**src/rtl/led_scan_pkg.sv**
```systemverilog
// Shared types and constants for the LED matrix scanner.
// FSM states, matrix geometry, PWM depth and a one-hot helper.
package led_scan_pkg;

  localparam int N_ROWS    = 8;
  localparam int N_COLS    = 8;
  localparam int PWM_STEPS = 16;
  localparam int LEVEL_W   = 4;

  typedef enum logic [1:0] {
    ST_INIT,
    ST_BLANK,
    ST_DISPLAY
  } state_t;

  function automatic logic [7:0] onehot8(
    input logic [2:0] i
  );
    onehot8 = 8'b1 << i;
  endfunction

endpackage

```
**src/rtl/led_line_fetch.sv**
```systemverilog
// Fetches one matrix row (8 levels) from the frame RAM into a shadow line.
// Ports: launch/row start a fetch; addr_*/rd_active drive RAM; done/shadow out.
module led_line_fetch
  import led_scan_pkg::*;
(
  input  logic        clk,
  input  logic        rst_n,
  input  logic        launch,
  input  logic [2:0]  row,
  input  logic        bus_busy,
  input  logic [3:0]  led_data,
  output logic [7:0]  addr_row,
  output logic [7:0]  addr_col,
  output logic        rd_active,
  output logic        done,
  output logic [31:0] shadow
);

  logic        r_active;
  logic [2:0]  r_col;
  logic [2:0]  r_row;
  logic        r_cap;
  logic [2:0]  r_cap_col;
  logic        r_done;
  logic [31:0] r_shadow;
  logic        w_issue;

  // A writer owning the bus simply stalls the current column.
  assign w_issue   = r_active & ~bus_busy;
  assign rd_active = w_issue;
  assign addr_row  = w_issue ? onehot8(r_row) : 8'h00;
  assign addr_col  = w_issue ? onehot8(r_col) : 8'h00;
  assign done      = r_done;
  assign shadow    = r_shadow;

  always_ff @(posedge clk or negedge rst_n) begin
    if (!rst_n) begin
      r_active  <= 1'b0;
      r_col     <= 3'd0;
      r_row     <= 3'd0;
      r_cap     <= 1'b0;
      r_cap_col <= 3'd0;
      r_done    <= 1'b0;
      r_shadow  <= '0;
    end else begin
      // RAM data is valid one cycle after a real issue only.
      r_cap <= w_issue;
      if (w_issue)
        r_cap_col <= r_col;
      if (r_cap)
        r_shadow[{r_cap_col, 2'b00} +: LEVEL_W] <= led_data;
      if (launch) begin
        r_active <= 1'b1;
        r_col    <= 3'd0;
        r_row    <= row;
        r_done   <= 1'b0;
      end else begin
        if (w_issue) begin
          if (r_col == 3'd7)
            r_active <= 1'b0;
          r_col <= r_col + 3'd1;
        end
        if (r_cap && r_cap_col == 3'd7)
          r_done <= 1'b1;
      end
    end
  end

endmodule

```
**src/rtl/led_scan_pwm.sv**
```systemverilog
// 8x8 LED scanner: row FSM with blanking, PWM column drive, line prefetch.
// Ports: RAM read side (bus_busy, led_data, addr_*, rd_active); row_sel/col_on/frame_start.
module led_scan_pwm
  import led_scan_pkg::*;
#(
  parameter int CLK_DIV     = 16,
  parameter int DEAD_CYCLES = 4
) (
  input  logic       clk,
  input  logic       rst_n,
  input  logic       bus_busy,
  input  logic [3:0] led_data,
  output logic [7:0] addr_row,
  output logic [7:0] addr_col,
  output logic       rd_active,
  output logic [7:0] row_sel,
  output logic [7:0] col_on,
  output logic       frame_start
);

  localparam int DW = $clog2(CLK_DIV);
  localparam int TW = $clog2(DEAD_CYCLES);

  state_t          r_state;
  state_t          w_nstate;
  logic [DW-1:0]   r_div;
  logic [3:0]      r_p;
  logic [TW-1:0]   r_dead;
  logic [2:0]      r_cur;
  logic [2:0]      r_frow;
  logic            r_kick;
  logic            r_frame;
  logic [31:0]     r_level;

  logic            w_done;
  logic [31:0]     w_shadow;
  logic            w_first;
  logic            w_launch;
  logic [2:0]      w_row;
  logic            w_dead_end;
  logic            w_slot_end;
  logic            w_xfer;
  logic            w_disp_end;

  // Counters are cleared on DISPLAY entry, so zero marks its first cycle.
  assign w_first    = (r_state == ST_DISPLAY) && (r_div == '0) && (r_p == 4'd0);
  assign w_launch   = ((r_state == ST_INIT) && r_kick) || w_first;
  assign w_row      = (r_state == ST_DISPLAY) ? r_cur + 3'd1 : 3'd0;
  assign w_dead_end = (r_dead == TW'(DEAD_CYCLES - 1));
  assign w_slot_end = (r_div == DW'(CLK_DIV - 1));
  assign w_xfer     = (r_state == ST_BLANK) && w_dead_end && w_done;
  assign w_disp_end = (r_state == ST_DISPLAY) && w_slot_end && (r_p == 4'd15);

  led_line_fetch u_fetch (
    .clk       (clk),
    .rst_n     (rst_n),
    .launch    (w_launch),
    .row       (w_row),
    .bus_busy  (bus_busy),
    .led_data  (led_data),
    .addr_row  (addr_row),
    .addr_col  (addr_col),
    .rd_active (rd_active),
    .done      (w_done),
    .shadow    (w_shadow)
  );

  always_comb begin
    w_nstate = r_state;
    unique case (r_state)
      ST_INIT:    if (w_done) w_nstate = ST_BLANK;
      ST_BLANK:   if (w_xfer) w_nstate = ST_DISPLAY;
      ST_DISPLAY: if (w_disp_end) w_nstate = ST_BLANK;
      default:    w_nstate = ST_INIT;
    endcase
  end

  always_ff @(posedge clk or negedge rst_n) begin
    if (!rst_n) begin
      r_state <= ST_INIT;
      r_div   <= '0;
      r_p     <= 4'd0;
      r_dead  <= '0;
      r_cur   <= 3'd0;
      r_frow  <= 3'd0;
      r_kick  <= 1'b1;
      r_frame <= 1'b0;
      r_level <= '0;
    end else begin
      r_state <= w_nstate;
      r_frame <= w_xfer && (r_frow == 3'd0);
      if (w_launch) begin
        r_kick <= 1'b0;
        r_frow <= w_row;
      end
      if (w_xfer) begin
        r_level <= w_shadow;
        r_cur   <= r_frow;
      end
      // Dead counter parks on its last value while the fetch is late.
      if (r_state == ST_BLANK) begin
        if (!w_dead_end)
          r_dead <= r_dead + 1'b1;
      end else begin
        r_dead <= '0;
      end
      if (r_state == ST_DISPLAY) begin
        if (w_slot_end) begin
          r_div <= '0;
          r_p   <= r_p + 4'd1;
        end else begin
          r_div <= r_div + 1'b1;
        end
      end else begin
        r_div <= '0;
        r_p   <= 4'd0;
      end
    end
  end

  always_comb begin
    row_sel = 8'h00;
    col_on  = 8'h00;
    if (r_state == ST_DISPLAY) begin
      row_sel = onehot8(r_cur);
      for (int c = 0; c < N_COLS; c++)
        col_on[c] = r_p < r_level[c*LEVEL_W +: LEVEL_W];
    end
  end

  assign frame_start = r_frame;

endmodule

```
**config.mk**
```make
export PLATFORM = sky130hd
export DESIGN_NAME = led_scan_pwm
export DESIGN_NICKNAME = d
export VERILOG_FILES = /design/src/rtl/led_scan_pkg.sv /design/src/rtl/led_line_fetch.sv /design/src/rtl/led_scan_pwm.sv
export SDC_FILE = /design/constraint.sdc
export NUM_CORES = 1
export LEC_CHECK = 0
export BUFFER_PORTS_ARGS = -buffer_cell sky130_fd_sc_hd__buf_4
export CAP_MARGIN = 20
export CELL_PAD_IN_SITES_DETAIL_PLACEMENT = 0
export CELL_PAD_IN_SITES_GLOBAL_PLACEMENT = 2
export CORE_UTILIZATION = 41
export DETAILED_ROUTE_END_ITERATION = 12
export GPL_TIMING_DRIVEN = 0
export PLACE_DENSITY = 0.87
export SLEW_MARGIN = 5
export SYNTH_ARGS = -nofsm -noshare
export SYNTH_HDL_FRONTEND = slang
export SYNTH_HIERARCHICAL = 1
export SYNTH_SLANG_ARGS = --single-unit
```
**constraint.sdc**
```tcl
create_clock -name clk -period 2.6 [get_ports clk]
set_clock_uncertainty 0.05 [all_clocks]
set_input_delay 0.13 -clock clk [delete_from_list [all_inputs] [get_ports clk]]
set_output_delay 0.13 -clock clk [all_outputs]
set_load 0.05 [all_outputs]
```
==> Word-level counts from Yosys, hierarchy flattened <==
Cells that the tools add are included.
{ "totals": {"register_bits": 93, "wordCells": 90, "output_inout_bits": 34, "input_bits": 7} }
{ "classes": {"n_eq_ne": 12, "add_sub_neg": 6, "shift": 5, "n_bitwise": 2, "order_cmp": 8, "n_reduce_logical": 19, "mux": 23} }
{ "ops": {"columns": ["op", "n"], "rows": [
  ["32-bit bitwise mux", 1],
  ["4-bit less-than comparator", 8],
  ["8-bit 2-to-1 mux", 4],
  ["4-bit by 7-bit variable shift with 32-bit output, first input constant", 1],
  ["4-bit by 7-bit variable part select with 32-bit output", 1],
  ["1-bit by 3-bit left shift with 8-bit output, first input constant", 3],
  ["4-bit 2-to-1 mux", 4],
  ["2-bit 2-to-1 mux", 5],
  ["1-bit logical AND", 9],
  ["3-bit 2-to-1 mux", 3],
  ["4-bit by 1-bit adder with 4-bit output, second input constant", 2],
  ["4-bit equality test, second input constant", 2],
  ["4-bit logical NOT", 2],
  ["2-bit inequality test, second input constant", 4],
  ["5-bit negator with 7-bit output", 1],
  ["3-bit by 1-bit adder with 3-bit output, second input constant", 2],
  ["3-bit equality test, second input constant", 2],
  ["2-bit one-hot mux with 3 select lines", 1],
  ["2-bit nonzero test", 3],
  ["1-bit 2-to-1 mux", 5],
  ["2-bit equality test, second input constant", 2],
  ["3-bit logical NOT", 1],
  ["3-bit AND reduction", 1],
  ["2-bit by 1-bit adder with 2-bit output, second input constant", 1],
  ["7 further kinds", 7]
]} }

==> Logic depth before layout (Yosys ltp) <==
{ "depth": {"depth_word": 6, "mapped_depth": 8, "ltp_nobuf": 6} }

==> Hierarchy <==
Netlist, hierarchy kept.
{ "modules_own_cells": {"columns": ["mod", "area_each_um2", "n_inst", "cells_per_inst"], "rows": [
  ["led_scan_pwm", 3098.0, 1, 269],
  ["led_line_fetch", 2035.7, 1, 155]
]} }

==> Worst setup path before layout <==
OpenSTA, ideal clock, no wires.
{ "synth_timing": {"kind": "register -> register", "from": "register u_fetch.r_cap_col[0]", "to": "register u_fetch.r_shadow[28], in the netlist u_fetch/shadow[28]", "setup_ns": 0.125, "path_stages_with_launch": 7, "arrival_ns": 2.257, "setup_slack_ns": 0.168, "path_buffers": 0, "synth_period_minus_slack_ns": 2.432, "required_ns": 2.425, "path_cell_list": "dfrtp_1 > inv_2 > ha_1 > ha_1 > or3b_4 > or3_4 > mux2_4"} }
{ "synth_via": {"elab_chain_len": 3} }
{ "synth_rtl": {"columns": ["item", "line_no", "source"], "rows": [
  ["from (decl)", "led_line_fetch.sv:23", "logic [2:0] r_cap_col;"],
  ["from (signal assigned)", "led_line_fetch.sv:49", "r_cap_col <= r_col;"],
  ["5-bit negator with 7-bit output (*)", "led_line_fetch.sv:51", "r_shadow[{r_cap_col, 2'b00} +: LEVEL_W] <= led_data;"],
  ["4-bit by 7-bit variable part select with 32-bit output / 4-bit by 7-bit variable shift with 32-bit output (equally long branches)", "led_line_fetch.sv:51", null],
  ["32-bit bitwise mux (*)", "led_line_fetch.sv:51", null],
  ["to (signal, indexed assignment)", "led_line_fetch.sv:51", null],
  ["to (decl)", "led_line_fetch.sv:25", "logic [31:0] r_shadow;"]
]} }
Mark *: on every way between the ends. The rest lies on a longest branch, timed or not.
A chain may end at the register's enable or synchronous reset.

==> Worst setup path in the final report <==
{ "layout_timing": {"from": "register u_fetch.r_cap_col[0]", "to": "register u_fetch.r_shadow[24], in the netlist u_fetch/shadow[24]"} }
Same word-level chain as after synthesis.

==> reports/metrics.cfg <==
[run]
drv_cap = 0

[floorplan]
dieArea_um2 = 13000
coreArea_um2 = 12100
die_w_um = 114
rows = 40
start_util_pct = 42.4
io_pins = 41
die_h_um = 114

[routing]
wirelength_met1_um = 4750
drt-total-wl_um = 9900
wl_met2_um = 4780
viasPerCell = 5.00
met3_length_um = 241
wire_per_inst_um = 15.2
drtIter0Drc = 68
antenna_left = 0
remaining_drc_errors = 0
vias = 3255
dr.pass1.iters = 4
maxUsedRoutingLayer = met4

[synth]
synth_flop_cell = dfrtp_1
syn_inst = 424
syn_area_per_cell_um2 = 12.1
yosys.area.top_type = dfrtp_1
ys_types = 47
yosys_register_bits = 96
synth-seq-area-share_pct = 46.8
syn_area_um2 = 5130
synthArstFlopShare_pct = 100
ys_warn_count = 6
synth-edff-count = 0
synthTopCellsByArea = dfrtp_1 (46%), ha_1 (11%), mux2_4 (9.4%), mux2_2 (8.1%), inv_1 (2.9%)
synth_nets = 476
yosys.area.top_type_share_pct = 46.3

[critical_path]
crit_path_top_delay_cell = or3b_4
cp_cell_sequence = inv_2 -> ha_1 -> ha_1 -> or3b_4 -> nor4b_4 -> buf_4 -> mux2_2
critPathMaxStageDelay_ns = 0.45
end_kind = flip-flop
crit_required_ns = 2.77
criticalPathCategory = flip-flop to flip-flop
cp.arrival_ns = 2.59
cp_max_fo = 7
ff2ff_path_depth = 7
critical_path.most_common_cell = ha_1
cp-start-kind = flip-flop

[cts]
tritoncts = yes
h-tree-depth = 3
cts_root_buf = clkbuf_16
clk_latency_ns = 0.34
numCtsBuffers = 9
clockBufferDepth = 2
cts.sinks = 96
clkTransAtPathRegs_ns = 0.06

[timing]
fin_crit_sh_pct = 92.9
tightest_slew_ns = 0.647
hold_violations = 0
slew-limit-headroom_pct = 56.7
setup_viol = 0
rsz0062_at_grt = no
period_minus_slack_ns = 2.42
fin_setup_tns_ns = 0
slew_violations = 0
clock.fmax_mhz = 414

[power_and_ir_drop]
ir_worst_vdd_mv = 0.352
p_leak_nw = 2.99
power_density_nw_per_um2 = 481

[place]
dp_hpwl_um = 6980
placed_area_um2 = 5670
io_buffer_count = 40
place_congestion = 0.731

[min_path]
hold_path_class = input port to flip-flop
min_path_cells = 3

[grt]
grt_pass1_vias = 3318
grt_pass1_wl_um = 16700
antenna_found_initial = 0
grt_use_total_pct = 16.8
grt-ovfl-total = 0
grt_max_degree = 66

[cells_and_area]
final_cell_area_um2 = 6000
syn_to_final_growth_pct = 16.8
nets = 531
diodes = 0
drive_gt1_share_pct = 31.1

[status]
status = finished clean

-- critical path, delay by kind of cell (launching register included) --
family	cells	cell delay [ns]
flip-flops	1	0.37
adder cells (fa/ha/maj)	2	0.60
buffers and inverters	2	0.23
AND/OR/NAND/NOR	2	0.72
multiplexers	1	0.34
-- sequential cells by signal (all words and copies together) (netlist names) --
register	flops
r_kick	1
u_fetch/r_cap	1
r_cur	3
r_dead	2
r_level	32
frame_start	1
u_fetch/shadow	32
r_div	4
u_fetch/r_active	1
r_state	2
r_frow	3
u_fetch/done	1
r_p	4
u_fetch/r_cap_col	3
u_fetch/r_row	3
u_fetch/r_col	3
-- cells in the final DEF (no fill, tap or decap), types with 15 or more instances in the layout --
cell / netlist / final
dfrtp_1: 95 / 94
mux2_4: 32 / 32
mux2_2: 37 / 37
nor2_1: 26 / 25
inv_1: 39 / 39
ha_1: 45 / 45
nand2b_1: 15 / 15
buf_4: 2 / 44
-- area by class of cell --
class,instances,area (µm²)
Sequential cell,96,2400
Inverter,40,150
Clock inverter,5,56.3
Fill cell,1102,6120
Buffer,14,93.8
Clock buffer,10,239
Multi-Input combinational cell,274,2490
Tap cell,168,210
Timing Repair Buffer,44,353
-- cell families (layout without fill, tap and decap cells) --
family,after synthesis,after routing,share of synthesized area [%]
compound gates,49,49,6.46
xor+xnor,5,5,0.853
fa+ha+maj,45,45,11.0
buf+inv,54,113,4.75
flops,96,96,46.8
mux,72,72,18.1
simple gates,103,103,12.1
-- report_power, final --
| group | total, mW | internal (mW) | switching, mW | leakage, nW |
|---|---|---|---|---|
| Sequential | 1.50 | 1.50 | 0.00358 | 1.30 |
| Clock | 1.32 | 0.766 | 0.554 | 0.145 |
| Combinational | 0.0586 | 0.0185 | 0.0402 | 1.54 |
-- worst paths after layout --
kind | start | endpoint | slack [ns]
hold / removal | bus_busy | u_fetch/r_active | 0.04
setup / recovery | u_fetch/r_cap_col[0] | u_fetch/shadow[24] | 0.18
max in group asynchronous | rst_n | r_kick | 1.56
setup reg to reg | u_fetch/r_cap_col[0] | u_fetch/shadow[24] | 0.18
min in group asynchronous | rst_n | r_level[27] | 0.24
hold reg to reg | r_kick | r_kick | 0.42
-- through the flow --
step           instances  utilization (%)  setup WS (ns)  power [mW]  hold WS, ns
3_5_place_dp         633             46.8        -0.0845        1.59       0.0492
5_1_grt              651             49.5          0.101        3.00       0.0549
3_3_place_gp         632             46.6        -0.0527        1.58        0.380
2_1_floorplan        424                -          0.168        1.54       -0.216
4_1_cts              649             49.4         0.0175        2.92       0.0345
6_report             651             49.5          0.185        2.88       0.0447
-- per-layer routing --
layer / vias up / GRT usage (%)
met5: - / 0
met4: 0 / 5.19
met3: 8 / 3.72
met2: 35 / 27.3
met1: 1633 / 22.4
li1: 1579 / -
-- Yosys cell counts (13+ instances only) --
cell type	n
mux2_2	37
mux2_4	32
ha_1	45
nand2_1	13
inv_1	39
dfrtp_1	95
and3_1	13
nand2b_1	15
nor2_1	26
o21ai_0	13
-- repair_timing --
action,4_1_cts,5_1_grt
pin swaps,0,1
hold buffers,1,0
endpoints found under the hold margin,31,0
setup buffers,0,2
endpoints found under the setup margin,20,15
gates resized for setup,1,1
No activity file was read; power rests on OpenSTA's default activity.
